## src/rtl/shift_pkg.sv

```systemverilog
// Shared types for the sequential shift unit. Rotate support is compiled in
// only when SEQ_SHIFT_ROTATE_EN is defined.
package shift_pkg;

   typedef enum logic [1:0] {
      SHIFT_LOGICAL = 2'b00,
      SHIFT_ARITH   = 2'b01,
      SHIFT_ROTATE  = 2'b10,
      SHIFT_RSVD    = 2'b11
   } mode_e;

   typedef enum logic {
      DIR_LEFT  = 1'b0,
      DIR_RIGHT = 1'b1
   } dir_e;

   typedef enum logic [1:0] {
      IDLE  = 2'b00,
      SHIFT = 2'b01,
      DONE  = 2'b10
   } state_e;

   // Reserved and (when not built) rotate encodings collapse to logical.
   function automatic mode_e decode_mode(input logic [1:0] m);
      mode_e r;
      case (m)
         2'b01:   r = SHIFT_ARITH;
`ifdef SEQ_SHIFT_ROTATE_EN
         2'b10:   r = SHIFT_ROTATE;
`endif
         default: r = SHIFT_LOGICAL;
      endcase
      return r;
   endfunction

endpackage

```

## src/rtl/shift_step.sv

```systemverilog
// Combinational partial shift: moves data by k (1..STEP) bits in one clock.
// Rotate fill is only built when SEQ_SHIFT_ROTATE_EN is defined.
module shift_step
   import shift_pkg::*;
#(
   parameter int unsigned WIDTH = 8,
   parameter int unsigned STEP  = 1,
   parameter int unsigned K_W   = $clog2(WIDTH) + 1
) (
   input  logic [WIDTH-1:0] data_i,
   input  logic [K_W-1:0]   k_i,
   input  mode_e            mode_i,
   input  dir_e             dir_i,
   output logic [WIDTH-1:0] data_o,
   output logic             carry_o
);

   logic [WIDTH-1:0] acc;
   logic             cy;
   logic             fill;

   // Chain of single-bit stages; stage i is active only when i < k.
   always_comb begin
      acc  = data_i;
      cy   = 1'b0;
      fill = 1'b0;
      for (int unsigned i = 0; i < STEP; i++) begin
         if (i < 32'(k_i)) begin
            if (dir_i == DIR_LEFT) begin
               fill = 1'b0;
`ifdef SEQ_SHIFT_ROTATE_EN
               if (mode_i == SHIFT_ROTATE) fill = acc[WIDTH-1];
`endif
               cy  = acc[WIDTH-1];
               acc = {acc[WIDTH-2:0], fill};
            end else begin
               fill = (mode_i == SHIFT_ARITH) ? acc[WIDTH-1] : 1'b0;
`ifdef SEQ_SHIFT_ROTATE_EN
               if (mode_i == SHIFT_ROTATE) fill = acc[0];
`endif
               cy  = acc[0];
               acc = {fill, acc[WIDTH-1:1]};
            end
         end
      end
      data_o  = acc;
      carry_o = cy;
   end

endmodule

```

## src/rtl/seq_shift_unit.sv

```systemverilog
// Multi-cycle shifter with valid/ready on both sides, STEP bits per clock.
// Define SEQ_SHIFT_ROTATE_EN to build rotate support for mode 2'b10.
module seq_shift_unit
   import shift_pkg::*;
#(
   parameter int unsigned WIDTH = 8,
   parameter int unsigned STEP  = 1,
   parameter int unsigned AMT_W = $clog2(WIDTH) + 1
) (
   input  logic             clk,
   input  logic             rst_n,
   input  logic             in_valid,
   output logic             in_ready,
   input  logic [WIDTH-1:0] in_data,
   input  logic             shift_dir,
   input  logic [1:0]       mode,
   input  logic [AMT_W-1:0] shift_amt,
   output logic             out_valid,
   input  logic             out_ready,
   output logic [WIDTH-1:0] out_data,
   output logic             out_carry,
   output logic             out_zero
);

   state_e           state_q, state_d;
   logic [WIDTH-1:0] data_q, data_d;
   dir_e             dir_q, dir_d;
   mode_e            mode_q, mode_d;
   logic [AMT_W-1:0] rem_q, rem_d;
   logic             carry_q, carry_d;
   logic             zero_q, zero_d;

   mode_e            req_mode;
   logic [AMT_W-1:0] n_eff;
   logic [AMT_W-1:0] step_k;
   logic [WIDTH-1:0] step_data;
   logic             step_carry;

   always_comb begin
      req_mode = decode_mode(mode);
      n_eff    = (shift_amt > AMT_W'(WIDTH)) ? AMT_W'(WIDTH) : shift_amt;
`ifdef SEQ_SHIFT_ROTATE_EN
      if (req_mode == SHIFT_ROTATE) n_eff = AMT_W'(shift_amt % AMT_W'(WIDTH));
`endif
   end

   assign step_k = (rem_q > AMT_W'(STEP)) ? AMT_W'(STEP) : rem_q;

   shift_step #(
      .WIDTH (WIDTH),
      .STEP  (STEP),
      .K_W   (AMT_W)
   ) u_step (
      .data_i  (data_q),
      .k_i     (step_k),
      .mode_i  (mode_q),
      .dir_i   (dir_q),
      .data_o  (step_data),
      .carry_o (step_carry)
   );

   always_comb begin
      state_d   = state_q;
      data_d    = data_q;
      dir_d     = dir_q;
      mode_d    = mode_q;
      rem_d     = rem_q;
      carry_d   = carry_q;
      zero_d    = zero_q;
      in_ready  = 1'b0;
      out_valid = 1'b0;
      case (state_q)
         IDLE: begin
            in_ready = rst_n;
            if (in_valid) begin
               data_d  = in_data;
               dir_d   = dir_e'(shift_dir);
               mode_d  = req_mode;
               rem_d   = n_eff;
               carry_d = 1'b0;
               if (n_eff != '0) begin
                  state_d = SHIFT;
               end else begin
                  state_d = DONE;
                  zero_d  = (in_data == '0);
               end
            end
         end
         SHIFT: begin
            data_d  = step_data;
            carry_d = step_carry;
            rem_d   = rem_q - step_k;
            if (rem_q == step_k) begin
               state_d = DONE;
               zero_d  = (step_data == '0);
            end
         end
         DONE: begin
            out_valid = 1'b1;
            if (out_ready) state_d = IDLE;
         end
         default: state_d = IDLE;
      endcase
   end

   always_ff @(posedge clk) begin
      if (!rst_n) begin
         state_q <= IDLE;
         data_q  <= '0;
         dir_q   <= DIR_LEFT;
         mode_q  <= SHIFT_LOGICAL;
         rem_q   <= '0;
         carry_q <= 1'b0;
         zero_q  <= 1'b0;
      end else begin
         state_q <= state_d;
         data_q  <= data_d;
         dir_q   <= dir_d;
         mode_q  <= mode_d;
         rem_q   <= rem_d;
         carry_q <= carry_d;
         zero_q  <= zero_d;
      end
   end

   assign out_data  = data_q;
   assign out_carry = carry_q;
   assign out_zero  = zero_q;

endmodule

```

## config.mk

```make
export PLATFORM = sky130hd
export DESIGN_NAME = seq_shift_unit
export DESIGN_NICKNAME = d
export VERILOG_FILES = /design/src/rtl/shift_pkg.sv /design/src/rtl/shift_step.sv /design/src/rtl/seq_shift_unit.sv
export SDC_FILE = /design/constraint.sdc
export NUM_CORES = 1
export LEC_CHECK = 0
export ABC_AREA = 1
export CORE_AREA = 2 2 53 55
export CTS_BUF_LIST = sky130_fd_sc_hd__clkbuf_16
export DETAILED_ROUTE_END_ITERATION = 16
export DIE_AREA = 0 0 55 57
export PLACE_DENSITY_LB_ADDON = 0.12
export REMOVE_ABC_BUFFERS = 1
export SKIP_LAST_GASP = 1
export SYNTH_ARGS = -nofsm -noshare
export SYNTH_HDL_FRONTEND = slang
export SYNTH_SLANG_ARGS = --single-unit
```

## constraint.sdc

```tcl
create_clock -name clk -period 2.4 [get_ports clk]
set_clock_uncertainty 0.05 [all_clocks]
set_input_delay 0.48 -clock clk [delete_from_list [all_inputs] [get_ports clk]]
set_output_delay 0.48 -clock clk [all_outputs]
set_load 0.01 [all_outputs]
```

Word-level counts from Yosys, hierarchy flattened

Cells that the tools add are included.

Register bits: 19
Input bits: 19
Logic and storage cells: 54

Add/sub/neg operators: 1
Order comparisons: 3
Equality and inequality tests: 9
Mux-type cells: 25
Reduce and logical (&&, ||, !) cells: 9

Operator list:

| kind                 | number |
|---|---|
| $mux W8              | 3 |
| $logic_not A8 Y1     | 2 |
| $pmux W8 S2          | 1 |
| $mux W4              | 3 |
| $mux W1              | 10 |
| $mux W2              | 4 |
| $ne A2 B2 Y1 const B | 4 |
| $pmux W4 S2          | 1 |
| $eq A2 B1 Y1 const B | 3 |
| $pmux W2 S3          | 1 |
| $eq A4 B4 Y1         | 1 |
| $gt A4 B1 Y1 const B | 1 |
| $gt A4 B4 Y1 const B | 1 |
| $lt A1 B4 Y1 const A | 1 |
| $pmux W1 S2          | 2 |
| $reduce_and A2 Y1    | 2 |
| $reduce_and A4 Y1    | 1 |
| $reduce_bool A4 Y1   | 1 |
| $sub A4 B4 Y4        | 1 |
| $reduce_and A3 Y1    | 1 |
| $eq A2 B2 Y1 const B | 1 |
| $logic_not A2 Y1     | 1 |
| $reduce_bool A2 Y1   | 1 |

Depth between registers and ports, before layout

Depth after elaboration: 7
Mapped depth: 10
Mapped depth without buffers: 10

Hierarchy

A second synthesis with hierarchy kept.

Cell total of the unflattened synthesis: 204
Area total of the unflattened synthesis: 1,338.8 um^2

By module, submodules not included:

| module         | times used | cells an instance | area an instance (um^2) | sequential area each (um^2) |
|---|---|---|---|---|
| seq_shift_unit | 1          | 147               | 1,047.3                 | 360.3 |
| shift_step     | 1          | 57                | 291.5                   | 0.0 |

Least setup slack after synthesis

No wires, ideal clock.

Path type: input to output
Start: input rst_n
End: output in_ready
Arrival: 1.008 ns
Data required time: 1.870 ns
Setup slack: 0.862 ns
Stages on the path: 3
Buffers on the path: 1
Path through: inv_1 -> buf_1 -> nor2_1

Cells in the longest elaborated chain, start to end: 1

RTL lines:

| element            | line                 | RTL |
|---|---|---|
| start: declaration | seq_shift_unit.sv:11 | `input logic rst_n,` |
| $mux W1            | seq_shift_unit.sv:72 | `case (state_q)` |
| end: declaration   | seq_shift_unit.sv:13 | `output logic in_ready,` |

Every way passes these cells.

Final worst setup path

Ends and elaborated chain as after synthesis.

==> impl_results.md <==
- First-pass GRT wire length: approximately 5400 um
- Filler cell count: 252
- Fin util: 0.625
- Worst Max-Slew Pin Slew: about 0.44 ns
- Crit share post-route: 0.911
- Hold_buf cts: 0
- CP Cell Sequence: clkdlybuf4s50_1 > inv_1 > nor2_1 > clkdlybuf4s50_1
- Vias/cell: a little over 5
- Reg power frac: 0.309
- Hold WC Path Type: register to register
- Final net count: about 240
- Placed Area: ~0.0016 mm2
- DRT Wirelength: between 3000 and 4000 um
- Setup TNS Final: 0 ns
- H-tree depth: 1
- Ant. Diodes: 0
- Register bit total from synthesis: 18
- Crit path launch type: input pin
- Slowest cell on crit path: clkdlybuf4s50_1
- MaxCap Viol Count: 0
- Yosys warning count: 0
- Logic pwr share: 0.416
- CP max stage delay: between 0.5 and 0.6 ns
- Post-DP HPWL: between 2000 and 2500 um
- Yosys top cell by area: dfxtp_1
- Endpoints failing setup: 0
- RSZ-0062 raised after global routing: no
- Max VDD drop: around 0.58 mV
- Longest Clk Path Bufs: 2
- Cell variety after synth: 33
- F_max: between 400 and 500 MHz
- Status: finished, final reports clean
- CTS clk-pin slew, worst paths: around 0.05 ns
- Synth area leaders: dfxtp_1, nand2_1, nand3_1, inv_1, o21ai_0
- Synth Instances: around 190
- Die W: about 55 um
- Postcts setup bufs: 0
- Max FO, Critical Path: 2
- Die Ht: roughly 57 um
- Reg area: 360 um2
- Kind of critical path: input pin to output pin
- Seq/Total Area, Yosys: 0.294
- Post-synth top area share: 0.294
- CTS Buf Count: 3
- Post-route cell area: 0.00163 mm2
- Final Hold Fails: 0
- Die ar.: 0.00314 mm2
- CP endpoint kind: output pin
- Fraction of registers with async set/reset: 0
- Effective utilization at floorplan: 0.468
- Vias after detailed routing: approximately 1,300
- RD Place Congestion: just under 0.9
- Depth of the worst register-to-register path: 9
- Latest clock arrival within the worst-skew pair: around 0.25 ns
- ANT nets after route: 0
- Avg Cell Area, Syn: between 6 and 7 um2
- FP Rows: 19
- Root buf cell: clkbuf_16
- Layout cells sized above 1: 0.118
- # placed instances: about 250
- Reg2reg setup slack: 0.71 ns
- Worst R2R End: rem_q[2]$_SDFFE_PN0P_
- TritonCTS Sinks: 18
- Final Max Tran Viols: 0
- Max_slew headroom: 0.706
- DR pass1 iterations: 4
- Hold endpoint: out_carry$_SDFFE_PN0P_
- Post-Layout Cell Count: approximately 250
- Dominant synthesized flop cell: dfxtp_1
- Syn Std Cell Area: 0.00122 mm2
- Pin count of the biggest net entering global routing: 15
- Internal power: between 700 and 800 uW
- Most Frequent Cell on Critical Path: clkdlybuf4s50_1
- Remaining Overflow, GRT: 0
- DRC: 0
- Leakage: 0.731 nW
- Multi-input gate area: around 740 um2
- Post-synth EDFFs: 0
- Starting DRC count in detailed routing: 38
- Switch share: 0.377
- P_sw: between 400 and 500 uW
- Power per Cell Area: around 760 mW/mm2
- Port buffer count: 30
- WP data arrival: roughly 1.7 ns
- Hold path depth: 2
- Core Area: between 0.002 and 0.003 mm2
- Area Growth Syn to Fin: 33.4%
- Total track usage: 0.234
- RR Startpoint: rem_q[2]$_SDFFE_PN0P_
- CTS tree: yes
- Final min period: roughly 2.2 ns
- Post-CTS sizing: 0
- Initial antenna violation count: 0
- Io pins: 31
- Min-Delay Startpoint: out_carry$_SDFFE_PN0P_
- Clock Power Share: 0.275
- Hold slack: ~0.42 ns
- Drt wl/cell: between 10 and 15 um
- WP data required: approximately 1.9 ns
- Vias in the first global route: 1,220
power by group through the flow:
stage          Combinational (mW)  Clock, mW  Sequential, mW
6_report                    0.516      0.342           0.384
5_1_grt                     0.577      0.357           0.389
4_1_cts                     0.514      0.345           0.383
3_5_place_dp                0.511          0           0.390
3_3_place_gp                0.505          0           0.388
2_1_floorplan               0.337          0           0.393
cell usage after synthesis (all sizes together), types with 2 or more instances:
cell type,number
nand2,61
nor2,17
inv,25
a21oi,13
ha,2
o21ai,16
nand3,20
dfxtp,18
a221oi,2
buf,4
a31oi,2
stage by stage:
step | total power [mW] | setup slack (ns)
3_3_place_gp | 0.892 | 0.230
4_1_cts | 1.24 | 0.203
6_report | 1.24 | 0.213
2_1_floorplan | 0.730 | 0.917
3_5_place_dp | 0.901 | 0.222
5_1_grt | 1.32 | 0.154
cell type report:
type	count	area share
well taps	31	0.0237
inverters	26	0.0636
repair buffers	32	0.193
flip-flops and latches	18	0.221
clock inverters	1	0.00230
clock buffers	3	0.0459
multi-input cells	141	0.451
placed cells by master (no fill, tap or decap), types with 2 or more instances in the layout:
master / count
inv_1: 20
inv_4: 2
o21ai_1: 4
a31oi_1: 2
a21oi_1: 11
buf_4: 2
ha_1: 2
nor2_4: 3
dfxtp_1: 18
nor2_1: 12
clkbuf_16: 3
nand2_2: 3
nand2_1: 57
inv_2: 3
clkdlybuf4s50_1: 30
a21oi_2: 2
nand3_1: 19
o21ai_0: 12
worst max path at each step:
stage,from,to
CTS,rst_n,in_ready
global placement,rst_n,in_ready
global route,rst_n,in_ready
detailed placement,rst_n,in_ready
finish,rst_n,in_ready
floorplan,rem_q[2]$_SDFFE_PN0P_,rem_q[2]$_SDFFE_PN0P_
layer usage:
metal | vias to the layer above | track usage | share of wire
li1 | 681 | - | -
met1 | 581 | 0.318 | 0.44
met2 | 38 | 0.378 | 0.50
met3 | 5 | 0.0314 | 0.047
met4 | 0 | 0.0767 | 0.0096
met5 | - | 0 | 0
kinds of logic after synthesis:
family,share of synthesized area
fa+ha+maj,0.0204
simple gates,0.392
compound gates,0.182
buf+inv,0.104
xor+xnor,0.00715
flops,0.294
state kept, by name (all words and copies together) (netlist names):
name       count
mode_q         1
dir_q          1
out_data       8
out_carry      1
out_zero       1
rem_q          4
state_q        2
worst max-delay path: cells and delay by family:
family	cells	cell delay [ns]
buf+inv	3	1.09
simple gates	1	0.10
Power figures use the tool's default switching activity.
